`src/rtl/cpu_pipe_pkg.sv`:
```
`default_nettype none
// ============================================================================
// Module  : cpu_pipe_pkg
// Brief   : Shared widths, handshake state encoding and MEM/WB bubble value.
// Revision: 1.0
// ============================================================================
package cpu_pipe_pkg;

  localparam int DATA_W = 32;
  localparam int REG_W  = 5;

  typedef enum logic [0:0] {
    IDLE = 1'b0,
    BUSY = 1'b1
  } mem_state_e;

  typedef struct packed {
    logic memtoreg;
    logic regwrite;
  } wb_ctrl_t;

  // A bubble only kills the writeback controls; data fields keep their last value.
  localparam wb_ctrl_t WB_BUBBLE = '{memtoreg: 1'b0, regwrite: 1'b0};

endpackage
`default_nettype wire

```
`src/rtl/dmem_handshake_fsm.sv`:
```
`default_nettype none
// ============================================================================
// Module  : dmem_handshake_fsm
// Brief   : Data-memory req/ack handshake, request registers, stall/complete.
//           Optional abort on a stuck access when MEM_TIMEOUT_EN is defined.
// Revision: 1.0
// ============================================================================
module dmem_handshake_fsm
  import cpu_pipe_pkg::*;
#(
  parameter int DATA_W  = 32,
  parameter int TIMEOUT = 255
) (
  input  logic              clk,
  input  logic              rst,
  input  logic              start_i,
  input  logic              we_i,
  input  logic [DATA_W-1:0] addr_i,
  input  logic [DATA_W-1:0] wdata_i,
  input  logic              ack_i,
  output logic              idle_o,
  output logic              stall_o,
  output logic              complete_o,
  output logic              req_o,
  output logic              we_o,
  output logic [DATA_W-1:0] addr_o,
  output logic [DATA_W-1:0] wdata_o,
  output logic              mem_err_o
);

  mem_state_e        state_q;
  logic              req_q;
  logic              we_q;
  logic [DATA_W-1:0] addr_q;
  logic [DATA_W-1:0] wdata_q;
  logic              w_timeout;
  logic              w_busy;

  assign w_busy = (state_q == BUSY);

`ifdef MEM_TIMEOUT_EN
  localparam int CNT_W = (TIMEOUT < 2) ? 1 : $clog2(TIMEOUT + 1);

  logic [CNT_W-1:0] cnt_q;
  logic [CNT_W-1:0] cnt_d;
  logic             err_q;

  assign w_timeout = w_busy && !ack_i && (cnt_q == CNT_W'(TIMEOUT));
  assign cnt_d     = (w_busy && !ack_i && !w_timeout) ? cnt_q + 1'b1 : '0;

  always_ff @(posedge clk) begin
    if (!rst) begin
      cnt_q <= '0;
      err_q <= 1'b0;
    end else begin
      cnt_q <= cnt_d;
      if (w_timeout) begin
        err_q <= 1'b1;
      end
    end
  end

  assign mem_err_o = err_q;
`else
  logic w_unused_timeout;

  assign w_unused_timeout = (TIMEOUT == 0);
  assign w_timeout        = 1'b0;
  assign mem_err_o        = 1'b0;
`endif

  always_ff @(posedge clk) begin
    if (!rst) begin
      state_q <= IDLE;
      req_q   <= 1'b0;
      we_q    <= 1'b0;
      addr_q  <= '0;
      wdata_q <= '0;
    end else begin
      case (state_q)
        IDLE: begin
          if (start_i) begin
            state_q <= BUSY;
            req_q   <= 1'b1;
            we_q    <= we_i;
            addr_q  <= addr_i;
            wdata_q <= wdata_i;
          end
        end
        BUSY: begin
          if (ack_i || w_timeout) begin
            state_q <= IDLE;
            req_q   <= 1'b0;
          end
        end
        default: begin
          state_q <= IDLE;
          req_q   <= 1'b0;
        end
      endcase
    end
  end

  // Stall is released in the completing (or aborting) cycle so upstream advances at that edge.
  assign stall_o    = rst & ((!w_busy & start_i) | (w_busy & !ack_i & !w_timeout));
  assign complete_o = w_busy & ack_i;
  assign idle_o     = !w_busy;
  assign req_o      = req_q;
  assign we_o       = we_q;
  assign addr_o     = addr_q;
  assign wdata_o    = wdata_q;

endmodule
`default_nettype wire

```
`src/rtl/mem_stage_wb.sv`:
```
`default_nettype none
// ============================================================================
// Module  : mem_stage_wb
// Brief   : MEM stage: branch/jump resolution, data-memory access, MEM/WB reg.
//           Optional access timeout enabled by defining MEM_TIMEOUT_EN.
// Revision: 1.0
// ============================================================================
module mem_stage_wb #(
  parameter int DATA_W  = cpu_pipe_pkg::DATA_W,
  parameter int REG_W   = cpu_pipe_pkg::REG_W,
  parameter int TIMEOUT = 255
) (
  input  logic              clk,
  input  logic              rst,
  input  logic              MemtoReg_i,
  input  logic              RegWrite_i,
  input  logic              MemRead_i,
  input  logic              MemWrite_i,
  input  logic              branch_i,
  input  logic              bne_i,
  input  logic              Jump_i,
  input  logic              ALUZero_i,
  input  logic [DATA_W-1:0] IDAdder_i,
  input  logic [DATA_W-1:0] jumpaddr_i,
  input  logic [DATA_W-1:0] ALU_i,
  input  logic [DATA_W-1:0] RD2_i,
  input  logic [REG_W-1:0]  rt_rd_i,
  output logic              stall_o,
  output logic              flush_o,
  output logic              pc_sel_o,
  output logic [DATA_W-1:0] pc_target_o,
  output logic              dmem_req_o,
  output logic              dmem_we_o,
  output logic [DATA_W-1:0] dmem_addr_o,
  output logic [DATA_W-1:0] dmem_wdata_o,
  input  logic              dmem_ack_i,
  input  logic [DATA_W-1:0] dmem_rdata_i,
  output logic              MemtoReg_o,
  output logic              RegWrite_o,
  output logic [DATA_W-1:0] rdata_o,
  output logic [DATA_W-1:0] ALU_o,
  output logic [REG_W-1:0]  rt_rd_o,
  output logic              misalign_o,
  output logic              mem_err_o
);
  import cpu_pipe_pkg::*;

  logic              w_memop;
  logic              w_misaligned;
  logic              w_taken;
  logic              w_idle;
  logic              w_complete;
  logic              w_wb_load;
  wb_ctrl_t          ctrl_q;
  logic [DATA_W-1:0] rdata_q;
  logic [DATA_W-1:0] alu_q;
  logic [REG_W-1:0]  rd_q;
  logic              misalign_q;

  assign w_memop      = MemRead_i | MemWrite_i;
  assign w_misaligned = |ALU_i[1:0];

  dmem_handshake_fsm #(
    .DATA_W  (DATA_W),
    .TIMEOUT (TIMEOUT)
  ) u_fsm (
    .clk        (clk),
    .rst        (rst),
    .start_i    (w_memop & ~w_misaligned),
    .we_i       (MemWrite_i),
    .addr_i     (ALU_i),
    .wdata_i    (RD2_i),
    .ack_i      (dmem_ack_i),
    .idle_o     (w_idle),
    .stall_o    (stall_o),
    .complete_o (w_complete),
    .req_o      (dmem_req_o),
    .we_o       (dmem_we_o),
    .addr_o     (dmem_addr_o),
    .wdata_o    (dmem_wdata_o),
    .mem_err_o  (mem_err_o)
  );

  assign w_taken     = (branch_i & ALUZero_i) | (bne_i & ~ALUZero_i);
  assign pc_sel_o    = w_taken | Jump_i;
  assign pc_target_o = Jump_i ? jumpaddr_i : IDAdder_i;
  assign flush_o     = pc_sel_o;

  assign w_wb_load = (w_idle & ~w_memop) | w_complete;

  always_ff @(posedge clk) begin
    if (!rst) begin
      ctrl_q     <= WB_BUBBLE;
      rdata_q    <= '0;
      alu_q      <= '0;
      rd_q       <= '0;
      misalign_q <= 1'b0;
    end else begin
      misalign_q <= w_idle & w_memop & w_misaligned;
      if (w_wb_load) begin
        ctrl_q <= '{memtoreg: MemtoReg_i, regwrite: RegWrite_i};
        alu_q  <= ALU_i;
        rd_q   <= rt_rd_i;
      end else begin
        ctrl_q <= WB_BUBBLE;
      end
      // A combined read+write is treated as a write, so its load data is dropped.
      if (w_complete & MemRead_i & ~MemWrite_i) begin
        rdata_q <= dmem_rdata_i;
      end
    end
  end

  assign MemtoReg_o = ctrl_q.memtoreg;
  assign RegWrite_o = ctrl_q.regwrite;
  assign rdata_o    = rdata_q;
  assign ALU_o      = alu_q;
  assign rt_rd_o    = rd_q;
  assign misalign_o = misalign_q;

endmodule
`default_nettype wire

```
`config.mk`:
```
export PLATFORM = sky130hd
export DESIGN_NAME = mem_stage_wb
export DESIGN_NICKNAME = d
export VERILOG_FILES = /design/src/rtl/cpu_pipe_pkg.sv /design/src/rtl/dmem_handshake_fsm.sv /design/src/rtl/mem_stage_wb.sv
export SDC_FILE = /design/constraint.sdc
export NUM_CORES = 1
export LEC_CHECK = 0
export CORE_AREA = 2 2 225 116
export DETAILED_ROUTE_END_ITERATION = 8
export DIE_AREA = 0 0 227 118
export MAX_ROUTING_LAYER = met4
export REMOVE_ABC_BUFFERS = 1
export SETUP_SLACK_MARGIN = 0.4
export SYNTH_ARGS = -nofsm -noshare
export SYNTH_HDL_FRONTEND = slang
export SYNTH_SLANG_ARGS = --single-unit
```
`constraint.sdc`:
```
create_clock -name clk -period 2.55 [get_ports clk]
set_input_delay 0.255 -clock clk [delete_from_list [all_inputs] [get_ports clk]]
set_output_delay 0.255 -clock clk [all_outputs]
set_load 0.05 [all_outputs]
```
After elaboration in Yosys (flattened, before gate mapping). Cells that the tools add are included. W data, S select, Z words.

Bits in registers: 139. Logic and storage cells: 48. Output and inout bits: 174. Bits of input ports: 176.

Mux-type cells: 7. Eq/ne operators: 2. Reductions and logical operators: 6. Bitwise gates (word level): 22.

Operators by type and width (count): $mux W32 (1); $and A1 B1 Y1 (12); $reduce_and A2 Y1 (3); $not A1 Y1 (5); $or A1 B1 Y1 (5); $mux W1 (4); $pmux W1 S2 (2); $logic_not A1 Y1 (2); $ne A2 B1 Y1 const B (1); $ne A2 B2 Y1 const B (1); $reduce_or A2 Y1 (1).

Logic depth before layout (Yosys ltp).
Depth in word-level cells: 6. Gate-level depth with buffers: 7. Depth with buffers taken out: 3.

Modules after synthesis. A second synthesis with hierarchy kept.

Cell total of the unflattened synthesis: 645. Area total of the unflattened synthesis: 5863.1 um2.

By module, submodules not included: mem_stage_wb (cells each 350, area each 3166.8 um2, times used 1, sequential area each 1441.4 um2); dmem_handshake_fsm (cells each 295, area each 2696.3 um2, times used 1, sequential area each 1341.3 um2).

Worst setup path before layout. OpenSTA, ideal clock, no wires.

Kind: reg2out. From: reg u_fsm.state_q. To: out stall_o. Stages on the path, launching flop included: 7. Setup slack: 0.302 ns. Data required time: 2.295 ns. Path buffers: 4. Data arrival time: 1.993 ns. Cell sequence: dfxtp_1 > buf_6 > or4_1 > clkbuf_1 > buf_6 > buf_6 > a21boi_1.

Word-level cells in the longest chain between the ends: 4. Elaborated cells between the ends (all ways): 5. Classes of those cells: 4 x bitwise; 1 x reduce/logical.

Ends and longest elaborated chain: start, declared (line dmem_handshake_fsm.sv:31) `mem_state_e state_q;`; start signal, assigned (line dmem_handshake_fsm.sv:74) `state_q <= IDLE;`; start signal, assigned (line dmem_handshake_fsm.sv:83) `state_q <= BUSY;`; start signal, assigned (line dmem_handshake_fsm.sv:92) `state_q <= IDLE;`; $logic_not A1 Y1 (line dmem_handshake_fsm.sv:105) `assign stall_o = rst & ((!w_busy & start_i) | (w_busy & !ack_i & !w_timeout));`; $and A1 B1 Y1 (line dmem_handshake_fsm.sv:105); $or A1 B1 Y1 * (line dmem_handshake_fsm.sv:105); $and A1 B1 Y1 * (line dmem_handshake_fsm.sv:105); end, declared (line mem_stage_wb.sv:28) `output logic stall_o,`.

Every way passes the cells marked *; elsewhere a longest branch is shown, timed or not.

Worst setup path after layout.
From: in ALU_i[0]. To: out stall_o.

Word-level cells in the longest chain between the ends: 6.

Ends and longest elaborated chain: start, declared (line mem_stage_wb.sv:25) `input logic [DATA_W-1:0] ALU_i,`; $reduce_or A2 Y1 (line mem_stage_wb.sv:61) `assign w_misaligned = |ALU_i[1:0];`; $not A1 Y1 (line mem_stage_wb.sv:69) `.start_i (w_memop & ~w_misaligned),`; $and A1 B1 Y1 (line mem_stage_wb.sv:69); $and A1 B1 Y1 (line dmem_handshake_fsm.sv:105); $or A1 B1 Y1 (line dmem_handshake_fsm.sv:105); $and A1 B1 Y1 (line dmem_handshake_fsm.sv:105).

No other way between the ends.

==> key figures <==
Detailed routing
  • Met2 wire len: slightly above 8 mm
  • Detailed Routing Iterations Pass 1: 5
  • Met3 WL: around 1.7 mm
  • Vias: around 5.2k
  • Drt wl/cell: 15.9 um
  • Remaining DRCs: 0
  • Antenna viol nets, final: 0
  • Max layer used: met4
  • DR vias/cell: ~4.0
  • DRT met1 WL: roughly 10 mm
  • Total wire length: between 20 and 25 mm
  • DR iter-0 viols: between 200 and 250

Floorplanning
  • Die span in x: between 200 and 250 um
  • Die area: between 20000 and 30000 um^2
  • Row count: 41
  • Core Box Area: about 25000 um^2
  • Initial core utilization: between 20% and 30%
  • Die Span Y: around 120 um
  • I/O pin cnt: 350

Synthesis
  • Synth Register Bits: 139
  • Mapped Area: 5640 um^2
  • Netlist cell types: 24
  • Register area share after synthesis: roughly half
  • Dominant cell type by area after synthesis: dfxtp_1
  • Avg Cell Area, Syn: approximately 9.3 um^2
  • Top cell type's share of synthesized area: between 40% and 50%
  • Number of synthesis warnings: 0
  • Synthesized instance count: 608
  • Synth area leaders: dfxtp_1 49%, mux2i_1 18%, nand2_1 16%

Power and ir drop
  • Static leakage: between 0.004 and 0.005 uW
  • Internal cell power: ~4300 uW
  • P_sw: ~1800 uW
  • Clock share of power: roughly two fifths
  • Sw frac: 30.1%
  • Max VDD drop: 0.335 mV
  • Pwr dens: a little over 600 nW/um^2
  • Gate power share: 23.0%
  • Register share of total power: 37.8%

Cells and area
  • Fin util: between 40 and 50%
  • Layout cells sized above 1: approximately an eighth
  • Area Overhead vs Synth: 79.3%
  • Fin cells: ~1.3k
  • Fin nets: roughly 1.1k

Timing
  • Fmax: ~480 MHz
  • Slew margin rel.: approximately three fifths
  • Finish-stage setup viols: 0
  • Final period util: 81.7%
  • Final Hold Viols: 0
  • Worst-Margin Slew: between 600 and 700 ps
  • Final worst path period need: around 2100 ps
  • Min Hold Slack: 209 ps
  • Clock Skew: 7.70 ps
  • Setup tns final: 0 ps
  • Unrepaired setup endpoints after global routing: false
  • Final slew viol count: 0

Placement
  • IO buf count: about 350
  • Cell count after placement: ~1.3k
  • DP HPWL: between 15 and 20 mm
  • Gpl congestion: 0.896

Critical path
  • Worst path max stage delay: about 700 ps
  • CP Capture Type: output pin
  • Critical path class: input port to output pin
  • Critical path's top delay family: simple AND/OR/NAND/NOR gates
  • Reg2Reg Setup Slack: around 850 ps
  • Crit start category: input port
  • Crit Path Max Fanout: 4
  • Slowest CP cell: or4_2
  • CP bufs+invs: 2
  • Critical path data arrival time: 1830 ps
  • Crit-path cells: clkdlybuf4s50_1 -> or4_2 -> a21boi_2 -> buf_12
  • WP data required: approximately 2300 ps

CTS
  • Clock sink count: 139
  • Hold_buf cts: 0
  • Setup bufs post-CTS: 0
  • CTS root buffer: clkbuf_16
  • Clock buffer depth: 2
  • H-tree Lvls: 4
  • CTS tree: built
  • Total CTS buffers: 17
  • Worst skew pair latency: ~420 ps
  • Reg clk slew, reported paths: ~60 ps

Worst hold path
  • Tightest Hold Check Type: input port to register

GRT
  • Remaining Overflow, GRT: 0
  • Largest net degree at the start of global routing: 85
  • First-pass GRT wire length: ~31 mm
  • Initial antenna violation count: 2
  • Vias in the first global route: approximately 5.2k
  • All-Layer GR Usage: between 15 and 20%

Outcome
  • Outcome: finished clean

Run
  • Max Cap Violations: 0
[per-stage QoR]
step | total power, uW | worst slack, ps | instance area (um^2)
after global placement | 3770 | 404 | 9540
after CTS | 6220 | 435 | 10100
after detailed placement | 3770 | 373 | 9540
after floorplan | 3070 | -1370 | 5410
after global routing | 6360 | 405 | 10100
final | 6120 | 467 | 10100
[flip-flops by register name, indices dropped and copies added (netlist names), 5 cells and up]
register and flops:
ALU_o 32, rt_rd_o 5, u_fsm.addr_o 32, u_fsm.wdata_o 32
rdata_o 32
[cell usage after synthesis]
cell,number
and3b_1,2
buf_4,4
a211o_1,1
nand2_1,236
o21ai_0,1
and3_1,2
or4_1,1
and4b_1,1
nor2_1,1
conb_1,1
a21boi_0,32
o31a_1,1
mux2_2,32
a21boi_1,3
clkbuf_1,36
mux2i_1,100
nand2b_1,1
nor2b_1,1
nor4_2,1
nand4b_1,1
buf_6,3
dfxtp_1,139
buf_2,7
nor3_1,1
[layer usage]
layer | up-vias | GRT usage [%]
met5 | - | -
met4 | 0 | 3.51
met3 | 18 | 6.52
met2 | 153 | 20.9
met1 | 2385 | 21.3
li1 | 2651 | -
[cell type report]
type / count / area, um^2
Tap cell: 344 / 430
Sequential cell: 139 / 2780
Antenna cell: 2 / 5.00
Clock buffer: 19 / 453
Multi-Input combinational cell: 419 / 2640
Clock inverter: 13 / 118
Fill cell: 2434 / 14700
Timing Repair Buffer: 358 / 3690
[layout by cell type, fill, tap and decap left out, types with 3 or more instances in the layout]
cell,instances
clkdlybuf4s50_1,311
clkbuf_16,17
buf_12,17
clkinv_2,3
mux2_2,32
dfxtp_1,138
a21boi_0,32
mux2i_1,100
clkinvlp_4,5
nand2_1,236
buf_4,28
[logic make-up (layout without fill, tap and decap cells)]
family / Yosys count / in the layout / synth area share, %
AO/OA/AOI/OAI: 38 / 38 / 5.06
buffers and inverters: 50 / 390 / 4.15
flip-flops: 139 / 139 / 49.3
multiplexers: 132 / 132 / 24.1
other: 1 / 3 / 0.0665
AND/OR/NAND/NOR: 248 / 248 / 17.3
[path summary, 6_finish.rpt]
| kind | from | depth (start not counted) | to |
|---|---|---|---|
| hold / removal | MemWrite_i | 3 | u_fsm.we_o |
| hold reg to reg | u_fsm.wdata_o[7] | 2 | u_fsm.wdata_o[7] |
| setup / recovery | ALU_i[0] | 4 | stall_o |
| setup reg to reg | u_fsm.state_q | 3 | u_fsm.addr_o[1] |
[power by group through the flow]
stage,logic [uW],clock network (uW),registers (uW)
6_report,1410,2400,2310
5_1_grt,1470,2570,2320
4_1_cts,1420,2490,2310
3_5_place_dp,1410,0,2360
3_3_place_gp,1410,0,2350
2_1_floorplan,402,0,2670
[worst reg2reg max path, stage by stage, from the launching register on]
cell and delay, ps:
dfxtp_2 360, or4_2 650, buf_4 320, and3_1 250
[timing repair]
item,4_1_cts,5_1_grt
setup endpoints to repair,1,1
gates resized for setup,1,2
pin swaps,0,1
hold endpoints to repair,0,0
cloned,0,0
Power figures use the tool's default switching activity.
